[src/rtl/rv32i_pkg.sv]
// Shared RV32I definitions: fetch FSM states, fetch-buffer entry layout,
// NOP constant and the base opcode map.
package rv32i_pkg;

  typedef enum logic [1:0] {
    FS_REQ  = 2'd0,
    FS_WAIT = 2'd1,
    FS_DROP = 2'd2
  } fetch_state_e;

  typedef enum logic [6:0] {
    OP_LUI    = 7'b0110111,
    OP_AUIPC  = 7'b0010111,
    OP_JAL    = 7'b1101111,
    OP_JALR   = 7'b1100111,
    OP_BRANCH = 7'b1100011,
    OP_LOAD   = 7'b0000011,
    OP_STORE  = 7'b0100011,
    OP_IMM    = 7'b0010011,
    OP_REG    = 7'b0110011,
    OP_SYSTEM = 7'b1110011
  } opcode_e;

  localparam logic [31:0] NOP_INST = 32'h0000_0013;

  typedef struct packed {
    logic        illegal;
    logic [31:0] pc;
    logic [31:0] inst;
  } fetch_entry_t;

  localparam int ENTRY_W = $bits(fetch_entry_t);

  // Words outside the 32-bit encoding space are turned into a flagged NOP.
  function automatic fetch_entry_t make_entry(input logic [31:0] pc, input logic [31:0] rdata);
    fetch_entry_t e;
    e.pc = pc;
    if (rdata[1:0] != 2'b11) begin
      e.inst    = NOP_INST;
      e.illegal = 1'b1;
    end else begin
      e.inst    = rdata;
      e.illegal = 1'b0;
    end
    return e;
  endfunction

endpackage

[src/rtl/fetch_buffer.sv]
// Two-entry FIFO holding fetched instructions; flush empties it and wins
// over any push or pop in the same cycle.
module fetch_buffer
  import rv32i_pkg::*;
(
  input  logic               clk,
  input  logic               reset_n,
  input  logic               push,
  input  logic [ENTRY_W-1:0] push_entry,
  input  logic               pop,
  input  logic               flush,
  output logic [ENTRY_W-1:0] head,
  output logic [1:0]         count
);

  logic [ENTRY_W-1:0] mem_r [2];
  logic               rd_ptr_r;
  logic               wr_ptr_r;
  logic [1:0]         count_r;
  logic               do_pop_s;
  logic               do_push_s;

  // Qualify requests so an entry is never overwritten or popped from empty.
  always_comb begin
    do_pop_s  = pop & (count_r != 2'd0);
    do_push_s = push & ((count_r != 2'd2) | do_pop_s);
  end

  // Storage, pointers and occupancy.
  always_ff @(posedge clk or negedge reset_n) begin
    if (!reset_n) begin
      for (int i = 0; i < 2; i++) mem_r[i] <= '0;
      rd_ptr_r <= 1'b0;
      wr_ptr_r <= 1'b0;
      count_r  <= 2'd0;
    end else if (flush) begin
      rd_ptr_r <= 1'b0;
      wr_ptr_r <= 1'b0;
      count_r  <= 2'd0;
    end else begin
      if (do_push_s) begin
        mem_r[wr_ptr_r] <= push_entry;
        wr_ptr_r        <= ~wr_ptr_r;
      end
      if (do_pop_s) rd_ptr_r <= ~rd_ptr_r;
      case ({do_push_s, do_pop_s})
        2'b10:   count_r <= count_r + 2'd1;
        2'b01:   count_r <= count_r - 2'd1;
        default: count_r <= count_r;
      endcase
    end
  end

  assign head  = mem_r[rd_ptr_r];
  assign count = count_r;

endmodule

[src/rtl/inst_fetch.sv]
// Instruction fetch: one outstanding imem access, redirect flush/refetch,
// and a two-entry buffer feeding decode.
module inst_fetch
  import rv32i_pkg::*;
#(
  parameter logic [31:0] RESET_PC  = 32'h0000_0000,
  parameter int          BUF_DEPTH = 2
) (
  input  logic        clk,
  input  logic        reset_n,
  input  logic        stall_i,
  input  logic        redirect_i,
  input  logic [31:0] redirect_pc_i,
  output logic        imem_req_o,
  output logic [31:0] imem_addr_o,
  input  logic        imem_gnt_i,
  input  logic        imem_rvalid_i,
  input  logic [31:0] imem_rdata_i,
  output logic        if_valid_o,
  output logic [31:0] if_inst_o,
  output logic [31:0] if_pc_o,
  output logic        if_illegal_o
);

  localparam logic [1:0] FULL_COUNT = 2'(BUF_DEPTH);

  fetch_state_e       state_r;
  fetch_state_e       state_s;
  logic [31:0]        pc_r;
  logic [31:0]        tag_r;
  logic [1:0]         count_s;
  logic [ENTRY_W-1:0] head_s;
  logic               req_s;
  logic               push_s;
  logic               pop_s;
  fetch_entry_t       head_entry_s;
  fetch_entry_t       push_entry_s;

  // State register.
  always_ff @(posedge clk or negedge reset_n) begin
    if (!reset_n) state_r <= FS_REQ;
    else          state_r <= state_s;
  end

  // Next state; a response landing with a redirect still closes the access.
  always_comb begin
    state_s = state_r;
    case (state_r)
      FS_REQ: begin
        if (req_s && imem_gnt_i) state_s = FS_WAIT;
        else                     state_s = FS_REQ;
      end
      FS_WAIT: begin
        if (imem_rvalid_i)   state_s = FS_REQ;
        else if (redirect_i) state_s = FS_DROP;
        else                 state_s = FS_WAIT;
      end
      FS_DROP: begin
        if (imem_rvalid_i) state_s = FS_REQ;
        else               state_s = FS_DROP;
      end
      default: state_s = FS_REQ;
    endcase
  end

  // Outputs and buffer controls.
  always_comb begin
    head_entry_s = fetch_entry_t'(head_s);
    req_s        = reset_n & (state_r == FS_REQ) & (count_s < FULL_COUNT) & ~redirect_i;
    imem_req_o   = req_s;
    imem_addr_o  = pc_r;
    if_valid_o   = (count_s != 2'd0) & ~redirect_i;
    if_inst_o    = head_entry_s.inst;
    if_pc_o      = head_entry_s.pc;
    if_illegal_o = head_entry_s.illegal;
    pop_s        = if_valid_o & ~stall_i;
    push_s       = (state_r == FS_WAIT) & imem_rvalid_i & ~redirect_i;
    push_entry_s = make_entry(tag_r, imem_rdata_i);
  end

  // Fetch address and tag of the outstanding access.
  always_ff @(posedge clk or negedge reset_n) begin
    if (!reset_n) begin
      pc_r  <= RESET_PC;
      tag_r <= 32'h0000_0000;
    end else if (redirect_i) begin
      pc_r  <= {redirect_pc_i[31:2], 2'b00};
      tag_r <= tag_r;
    end else if (req_s && imem_gnt_i) begin
      pc_r  <= pc_r + 32'd4;
      tag_r <= pc_r;
    end else begin
      pc_r  <= pc_r;
      tag_r <= tag_r;
    end
  end

  fetch_buffer u_buf (
    .clk        (clk),
    .reset_n    (reset_n),
    .push       (push_s),
    .push_entry (push_entry_s),
    .pop        (pop_s),
    .flush      (redirect_i),
    .head       (head_s),
    .count      (count_s)
  );

endmodule

[config.mk]
export PLATFORM = sky130hd
export DESIGN_NAME = inst_fetch
export DESIGN_NICKNAME = d
export VERILOG_FILES = /design/src/rtl/rv32i_pkg.sv /design/src/rtl/fetch_buffer.sv /design/src/rtl/inst_fetch.sv
export SDC_FILE = /design/constraint.sdc
export NUM_CORES = 1
export LEC_CHECK = 0
export CAP_MARGIN = 0
export CORE_MARGIN = 2
export CORE_UTILIZATION = 29
export CTS_CLUSTER_DIAMETER = 200
export DETAILED_ROUTE_END_ITERATION = 10
export GPL_ROUTABILITY_DRIVEN = 0
export PLACE_DENSITY = 0.57
export SLEW_MARGIN = 20
export SYNTH_ARGS = -nofsm -noshare
export SYNTH_HDL_FRONTEND = slang
export SYNTH_HIERARCHICAL = 1
export SYNTH_SLANG_ARGS = --single-unit
export TNS_END_PERCENT = 20
[constraint.sdc]
create_clock -name clk -period 3.75 [get_ports clk]
set_input_delay 0.75 -clock clk [delete_from_list [all_inputs] [get_ports clk]]
set_output_delay 0.75 -clock clk [all_outputs]
set_load 0.01 [all_outputs]
==> results.md, run 1 <==
- NumNets Final: 990
- Count leader, synth: dfrtp_1
- Area share of the leading cell type in the synthesized netlist: 53.1%
- Post-synth top cells: 196 x dfrtp_1, 157 x mux2_2, 128 x nand2_1, 39 x mux2_4, 30 x and3_1
- Final hold violations: 0
- IO Port Bufs: 164
- Setup CP Type: in2out
- Status: completed
- Site row count: 65
- Largest net degree at the start of global routing: 140
- Fin crit period: 3310 ps
- Post-DRT Antenna Nets: 0
- Period utilization: 88.2%
- Core ar.: 0.0315 mm^2
- Asr flop ratio synth: 100%
- DPL Wire Length: 14.9 mm
- PwrDens: 454 mW/mm^2
- Pre-CTS setup slack: 451 ps
- Peak VDD IR: 0.000290 V
- Horiz. Die Dim: 182 um
- WP data required: 3000 ps
- Global-route wire length before repair: 36.4 mm
- Latest clock arrival within the worst-skew pair: 440 ps
- WL final: 22.8 mm
- CP bufs+invs: 2
- Slew headroom: 33.1%
- Setup violators final: 0
- Post-Syn Instances: 759
- CP peak stage delay: 630 ps
- Die height: 182 um
- Max cap viols: 0
- Synth-to-Final Area Change: 29.7%
- Post-synth cell types: 54
- Setup_tns: 0 ps
- CTS tree: yes
- # Post-CTS Setup Buffers: 0
- CP Depth: 4
- R2R cell count: 6
- Layout cells sized above 1: 27.9%
- Antenna Cells: 0
- Crit-path slowest cell: clkdlybuf4s50_1
- Clk pin slew, worst setup/hold paths: 90 ps
- DR WL/cell: 17.1 um
- Top cell type by total area after synthesis: dfrtp_1
- Via count: 6359
- Starting density of the core: 29.4%
- Worst-margin pin slew: 1000 ps
- #FFs+latches synth: 196
- Slew Limit Fails: 0
- DRC violations left: 0
- Area contributors post-synth: dfrtp_1 53%, mux2_2 19%, mux2_4 6.3%, nand2_1 5.2%, and3_1 2.0%
- Maximum clock rate: 302 MHz
- Count of clock tree sinks: 196
- Crit start category: primary input
- Ports: 169
- CTS H-tree depth: 4
- Mean Syn Cell Area: 12.2 um^2
- Worst hold path class: in2async
- Setup ws final: 441 ps
- Root buf cell: clkbuf_16
- Resized cells post-CTS: 0
- Yosys warns: 6
- Antenna violations before repair: 0
- Post-route cell area: 0.0120 mm^2
- First drt pass iteration count: 4
- Placed Area: 0.0114 mm^2
- GRT Total Usage: 13.9%
- Post-Syn Area: 0.00924 mm^2
- Number of synthesized flops with an enable pin: 0
- Clock skew: 14.3 ps
- Worst Path Max Fanout: 5
- Ys flop type: dfrtp_1
- Vias in the first global route: 6425
- Worst Setup End Kind: output port
- DRT iter0 DRCs: 284
- Inserted Clock Buffers: 17
- CP cell instances: clkdlybuf4s50_1 > or2_4 > nor4b_1 > clkdlybuf4s50_1
- Unrepaired setup endpoints after global routing: false
- Cts hold-fix bufs: 0
- LEAKAGE: 5.59 nW
- Die area: 0.0333 mm^2
- GRT overflow: 0
- Seq/Total Area, Yosys: 53.1%
- Top cell by count, worst path: clkdlybuf4s50_1
- WP data arrival: 2560 ps
- CP delay by family, top: buffers and inverters
- Max clock buf depth: 2
- Vias per inst: 4.77
[stage by stage]
| stage | power, W | utilization [%] | instances | hold WS [ps] |
|---|---|---|---|---|
| 6_report | 0.00544 | 38.1 | 1334 | 124 |
| 5_1_grt | 0.00572 | 38.1 | 1334 | 104 |
| 4_1_cts | 0.00554 | 38.1 | 1334 | 98.2 |
| 3_5_place_dp | 0.00358 | 36.1 | 1302 | 490 |
| 3_3_place_gp | 0.00357 | 36.1 | 1302 | 483 |
| 2_1_floorplan | 0.00300 | - | 767 | 454 |
[cells by family (layout without fill, tap and decap cells)]
logic type | after synthesis | count (layout) | synth area share [%]
AND/OR/NAND/NOR | 246 | 246 | 13.3
multiplexers | 198 | 198 | 25.7
flip-flops | 196 | 196 | 53.1
AO/OA/AOI/OAI | 62 | 62 | 4.66
buffers and inverters | 50 | 215 | 2.68
XOR/XNOR | 4 | 4 | 0.379
other | 2 | 10 | 0.0813
adder cells (fa/ha/maj) | 1 | 1 | 0.135
[power breakdown]
| part | switching, W | leakage [nW] | internal, W |
|---|---|---|---|
| Sequential | 0.000199 | 2.61 | 0.00234 |
| Combinational | 0.000398 | 2.68 | 0.000596 |
| Clock | 0.000984 | 0.302 | 0.000926 |
| Total | 0.00158 | 5.59 | 0.00386 |
[area by class of cell]
class,count,area [um^2]
clock buffer,17,425
clock inverter,15,196
fill,3054,19500
inverter,4,15.0
multi-input combinational,521,4120
sequential,196,4910
tap,402,503
timing repair buffer,179,1810
[routing by layer]
layer,share of wire (%),global-route usage [%],wire [um],vias up
li1,-,-,-,3020
met2,43,19.6,9690,176
met3,5.4,3.21,1220,13
met1,51,21.0,11700,3150
met4,0.97,4.19,222,0
met5,0,0,0,-
[path summary, 6_finish.rpt]
path,start,to,slack (ps)
min in group clk,tag_r[7]$_DFFE_PN0P_,tag_r[7]$_DFFE_PN0P_,500
max in group asynchronous,reset_n,u_buf/mem_r[84]$_DFFE_PN0P_,1960
worst max-delay path,redirect_i,imem_req_o,440
worst max register to register,u_buf/count[1]$_DFFE_PN0P_,u_buf/mem_r[80]$_DFFE_PN0P_,1180
worst min-delay path,reset_n,tag_r[10]$_DFFE_PN0P_,120
worst min register to register,tag_r[7]$_DFFE_PN0P_,tag_r[7]$_DFFE_PN0P_,500
[cells in the final DEF (no fill, tap or decap), types with 5 or more instances in the layout]
cell type / netlist / layout
a21oi_1: 5 / 5
a31oi_1: 5 / 5
and3_1: 30 / 30
buf_4: 2 / 11
clkbuf_16: 0 / 17
clkdlybuf4s50_1: 0 / 163
conb_1: 2 / 10
dfrtp_1: 196 / 195
inv_8: 0 / 5
mux2_2: 157 / 157
mux2_4: 39 / 39
nand2_1: 128 / 128
nand3_1: 22 / 22
nand4_1: 10 / 10
nor2_1: 20 / 19
nor3_1: 6 / 5
o211ai_1: 13 / 13
o21ai_0: 16 / 16
o311ai_0: 11 / 11
[sequential cells by signal (all words and copies together) (netlist names)]
| register | cells |
|---|---|
| state_r | 2 |
| u_buf/wr_ptr_r | 1 |
| tag_r | 30 |
| u_buf/rd_ptr_r | 1 |
| imem_addr_o | 30 |
| u_buf/count | 2 |
| u_buf/mem_r | 130 |
Power figures use the tool's default switching activity.
==> inputs of run 2 (changes only) <==
--- a/config.mk
+++ b/config.mk
@@ -7,12 +7,12 @@
 export LEC_CHECK = 0
 export CAP_MARGIN = 0
 export CORE_MARGIN = 2
-export CORE_UTILIZATION = 29
+export CORE_UTILIZATION = 45
 export CTS_CLUSTER_DIAMETER = 200
 export DETAILED_ROUTE_END_ITERATION = 10
 export GPL_ROUTABILITY_DRIVEN = 0
-export PLACE_DENSITY = 0.57
-export SLEW_MARGIN = 20
+export PLACE_DENSITY = 0.78
+export SLEW_MARGIN = 10
 export SYNTH_ARGS = -nofsm -noshare
 export SYNTH_HDL_FRONTEND = slang
 export SYNTH_HIERARCHICAL = 1
==> run 2 against run 1 <==
Effect of this change:
- sequential share of layout area is 0.66 points higher
- hold slack better by 90 ps
- power is 1.6% lower
- final cell count is 10% lower
- die area is 35% lower
- utilization is 20 points higher
- clock power is 4% lower
- register-to-register slack better by 40 ps
- largest power group unchanged
- highest routed layer unchanged
==> results.md, run 2 (synthesis results as in run 1) <==
- Horiz. Die Dim: 147 um
- Die area: 0.0217 mm^2
- Die height: 147 um
- Root buf cell: clkbuf_16
- Slew headroom: 32.5%
- Inserted Clock Buffers: 17
- Clk pin slew, worst setup/hold paths: 80 ps
- WP data required: 3000 ps
- Via count: 6463
- Setup_tns: 0 ps
- First drt pass iteration count: 5
- Slew Limit Fails: 0
- LEAKAGE: 5.58 nW
- Latest clock arrival within the worst-skew pair: 420 ps
- DRT iter0 DRCs: 335
- CTS tree: yes
- Starting density of the core: 45.8%
- Fin crit period: 3270 ps
- WP data arrival: 2520 ps
- IO Port Bufs: 164
- Resized cells post-CTS: 0
- Max reg flops: 130
- # Post-CTS Setup Buffers: 0
- NumNets Final: 989
- Layout cells sized above 1: 27.8%
- Unrepaired setup endpoints after global routing: false
- Max cap viols: 0
- Antenna Cells: 0
- Antenna violations before repair: 0
- Synth-to-Final Area Change: 27.6%
- Setup ws final: 479 ps
- PwrDens: 454 mW/mm^2
- Final hold violations: 0
- Vias per inst: 5.38
- Count of clock tree sinks: 196
- Worst-margin pin slew: 1010 ps
- Worst Path Max Fanout: 5
- Ports: 169
- Largest net degree at the start of global routing: 169
- Status: completed
- Worst Setup End Kind: output port
- DRC violations left: 0
- Worst hold path class: in2async
- Site row count: 52
- Setup violators final: 0
- R2R cell count: 7
- Peak VDD IR: 0.000240 V
- CTS H-tree depth: 4
- WL final: 20.7 mm
- Core ar.: 0.0202 mm^2
- Setup CP Type: in2out
- DR WL/cell: 17.3 um
- Largest Register: u_buf/mem_r
- GRT overflow: 0
- GRT Total Usage: 19.7%
- Global-route wire length before repair: 34.1 mm
- Maximum clock rate: 306 MHz
- Post-DRT Antenna Nets: 0
- Reg2reg start: u_buf/count[1]$_DFFE_PN0P_
- Reg2reg end: u_buf/mem_r[129]$_DFFE_PN0P_
- Crit start category: primary input
- Max clock buf depth: 2
- Clock skew: 11.5 ps
- Period utilization: 87.2%
- DPL Wire Length: 13.6 mm
- Cts hold-fix bufs: 0
- Pre-CTS setup slack: 532 ps
- Most frequent cells in the layout: 195 x dfrtp_1, 163 x clkdlybuf4s50_1, 157 x mux2_2
- Reg-to-reg slack, setup: 1220 ps
- Commonest non-fill, non-tap cell in the layout: dfrtp_1
- Vias in the first global route: 6571
[run 2: report_power, final]
| part | switching [W] | total (W) | internal, W | leakage, nW |
|---|---|---|---|---|
| sequential | 0.000187 | 0.00253 | 0.00234 | 2.61 |
| clock | 0.000854 | 0.00184 | 0.000988 | 0.290 |
| combinational | 0.000392 | 0.000987 | 0.000595 | 2.68 |
[run 2: cell type report]
cell class / instances / area (um^2)
sequential: 196 / 4910
timing repair buffer: 178 / 1790
tap: 270 / 338
inverter: 4 / 15.0
clock buffer: 19 / 453
fill: 1656 / 8390
multi-input combinational: 521 / 4120
clock inverter: 13 / 161
[run 2: routing by layer]
layer,up-vias,global-route usage (%),share of wire [%]
met5,-,0,0
met3,21,4.01,5.0
met1,3200,28.6,48
met2,228,30.1,46
li1,3014,-,-
met4,0,5.48,1.2
[run 2: critical path: stages]
cell             delay, ps
clkdlybuf4s50_1        470
or2_4                  280
nor4b_1                390
clkdlybuf4s50_1        620
[run 2: how the worst max path moves through the flow]
| stage | startpoint | endpoint | slack [ps] | cells past startpoint |
|---|---|---|---|---|
| 5_1_grt | redirect_i | imem_req_o | 450 | 4 |
| 2_1_floorplan | redirect_i | u_buf/mem_r[125]$_DFFE_PN0P_ | 860 | 8 |
| 6_report | redirect_i | imem_req_o | 480 | 4 |
| 4_1_cts | redirect_i | imem_req_o | 510 | 4 |
| 3_3_place_gp | redirect_i | imem_req_o | 520 | 4 |
| 3_5_place_dp | redirect_i | imem_req_o | 530 | 4 |
[run 2: stage by stage]
stage	std cells	power (W)	util (%)	hold WS [ps]	area (um^2)
3_5_place_dp	1169	0.00356	55.4	486	11200
6_report	1201	0.00536	58.4	214	11800
3_3_place_gp	1169	0.00353	55.4	480	11200
2_1_floorplan	767	0.00300	-	454	9270
4_1_cts	1201	0.00543	58.4	194	11800
5_1_grt	1201	0.00561	58.4	206	11800
==> inputs of run 3 (changes only) <==
--- a/config.mk
+++ b/config.mk
@@ -12,6 +12,7 @@
 export DETAILED_ROUTE_END_ITERATION = 10
 export GPL_ROUTABILITY_DRIVEN = 0
 export PLACE_DENSITY = 0.78
+export SETUP_SLACK_MARGIN = 0.5
 export SLEW_MARGIN = 10
 export SYNTH_ARGS = -nofsm -noshare
 export SYNTH_HDL_FRONTEND = slang
==> run 3 against run 2 <==
Effect of this change:
- combinational power about the same
- clock skew increased by 0.85 ps
- power about the same
- maximum frequency increased by 2.5%
- global-route usage unchanged
- largest power group unchanged
- highest routed layer unchanged
- hold slack improved by 2.4 ps
==> results.md, run 3 (synthesis results as in run 1) <==
- Worst Setup End Kind: output port
- Worst hold path class: in2async
- DR WL/cell: 17.3 um
- Pre-CTS setup slack: 532 ps
- Core ar.: 0.0202 mm^2
- Synth-to-Final Area Change: 27.6%
- IO Port Bufs: 164
- Commonest non-fill, non-tap cell in the layout: dfrtp_1
- Peak VDD IR: 0.000240 V
- Final hold violations: 0
- Unrepaired setup endpoints after global routing: false
- Slew Limit Fails: 0
- Starting density of the core: 45.8%
- Maximum clock rate: 314 MHz
- NumNets Final: 989
- Die area: 0.0217 mm^2
- Worst-margin pin slew: 1000 ps
- Setup ws final: 560 ps
- Antenna violations before repair: 0
- Antenna Cells: 0
- DRT iter0 DRCs: 298
- Clock skew: 12.3 ps
- WP data arrival: 2440 ps
- Status: completed
- GRT Total Usage: 19.7%
- Setup violators final: 0
- Setup crit start: redirect_i
- Global-route wire length before repair: 34.1 mm
- First drt pass iteration count: 5
- Inserted Clock Buffers: 17
- WHS: 216 ps
- CTS tree: yes
- Root buf cell: clkbuf_16
- LEAKAGE: 5.58 nW
- Largest Register: u_buf/mem_r
- Layout cells sized above 1: 27.9%
- Via count: 6427
- DRC violations left: 0
- Die height: 147 um
- Latest clock arrival within the worst-skew pair: 430 ps
- Setup CP Type: in2out
- Count of clock tree sinks: 196
- Reg2reg start: u_buf/count[1]$_DFFE_PN0P_
- Horiz. Die Dim: 147 um
- Clk pin slew, worst setup/hold paths: 80 ps
- Ports: 169
- Fin crit period: 3190 ps
- PwrDens: 454 mW/mm^2
- Post-DRT Antenna Nets: 0
- R2R cell count: 7
- Max clock buf depth: 2
- Net Sw Frac: 26.8%
- Worst Path Max Fanout: 5
- Power share of the combinational group: 18.5%
- WL final: 20.8 mm
- Vias in the first global route: 6571
- Sw Pwr: 0.00143 W
- Setup_tns: 0 ps
- GRT overflow: 0
- Site row count: 52
- Crit start category: primary input
- WP data required: 3000 ps
- Number of fill cells: 1657
- Vias per inst: 5.35
- Most frequent cells in the layout: 195 x dfrtp_1, 163 x clkdlybuf4s50_1, 157 x mux2_2
- DPL Wire Length: 13.6 mm
- Slew headroom: 33.1%
- Max reg flops: 130
- Clock power frac: 34.4%
- Max cap viols: 0
- Pint: 0.00392 W
- Sequential cell fraction of total power: 47.2%
- CTS H-tree depth: 4
- Period utilization: 85.1%
- Largest net degree at the start of global routing: 169
==> run 3: cell counts in the layout (fill, tap and decap cells not counted) <==
Identical to the previous run, type by type.
==> run 3: power groups by stage <==
| stage | Clock, W | Combinational (W) | Sequential (W) |
|---|---|---|---|
| after floorplan | 0 | 0.000487 | 0.00252 |
| after global placement | 0 | 0.000975 | 0.00255 |
| after detailed placement | 0 | 0.000992 | 0.00256 |
| after CTS | 0.00190 | 0.00100 | 0.00253 |
| after global routing | 0.00198 | 0.00107 | 0.00256 |
| final | 0.00184 | 0.000988 | 0.00253 |
==> run 3: final timing paths <==
kind,to,slack [ps]
setup / recovery,imem_req_o,560
hold / removal,tag_r[3]$_DFFE_PN0P_,220
setup reg to reg,u_buf/mem_r[129]$_DFFE_PN0P_,1210
hold reg to reg,u_buf/mem_r[110]$_DFFE_PN0P_,500
max in group asynchronous,u_buf/mem_r[84]$_DFFE_PN0P_,2380
min in group clk,u_buf/mem_r[110]$_DFFE_PN0P_,500
==> run 3: layout make-up <==
| cell class | count | area [um^2] | share of cell area, % |
|---|---|---|---|
| Clock inverter | 13 | 161 | 1.37 |
| Sequential cell | 196 | 4910 | 41.6 |
| Clock buffer | 19 | 453 | 3.84 |
| Tap cell | 270 | 338 | 2.87 |
| Multi-Input combinational cell | 521 | 4130 | 35.0 |
| Timing Repair Buffer | 178 | 1790 | 15.2 |
| Inverter | 4 | 15.0 | 0.127 |
==> run 3: stage by stage <==
step                utilization, %  power, W  std cells  cell area [um^2]
floorplan                        -   0.00300        767              9270
detailed placement            55.4   0.00356       1169             11200
global placement              55.4   0.00353       1169             11200
global route                  58.5   0.00561       1201             11800
CTS                           58.4   0.00543       1201             11800
finish                        58.5   0.00536       1201             11800
==> run 3: what timing repair did <==
action                     CTS  global route
gates resized for setup      0             1
setup endpoints to repair    0             1
setup buffers                0             0
hold buffers                 0             0
==> run 3: critical path, cell delays in order <==
cell and delay, ps:
clkdlybuf4s50_1 470, or2_4 290, nor4b_2 320, clkdlybuf4s50_1 600
==> run 3: routing by layer <==
layer / global-route usage [%] / up-vias / part of all wire (%) / routed length [um]
met5: 0 / - / 0 / 0
met4: 5.48 / 0 / 1.2 / 257
met3: 4.01 / 21 / 5.0 / 1040
met2: 30.1 / 218 / 46 / 9510
met1: 28.6 / 3180 / 48 / 10000
li1: - / 3008 / - / -
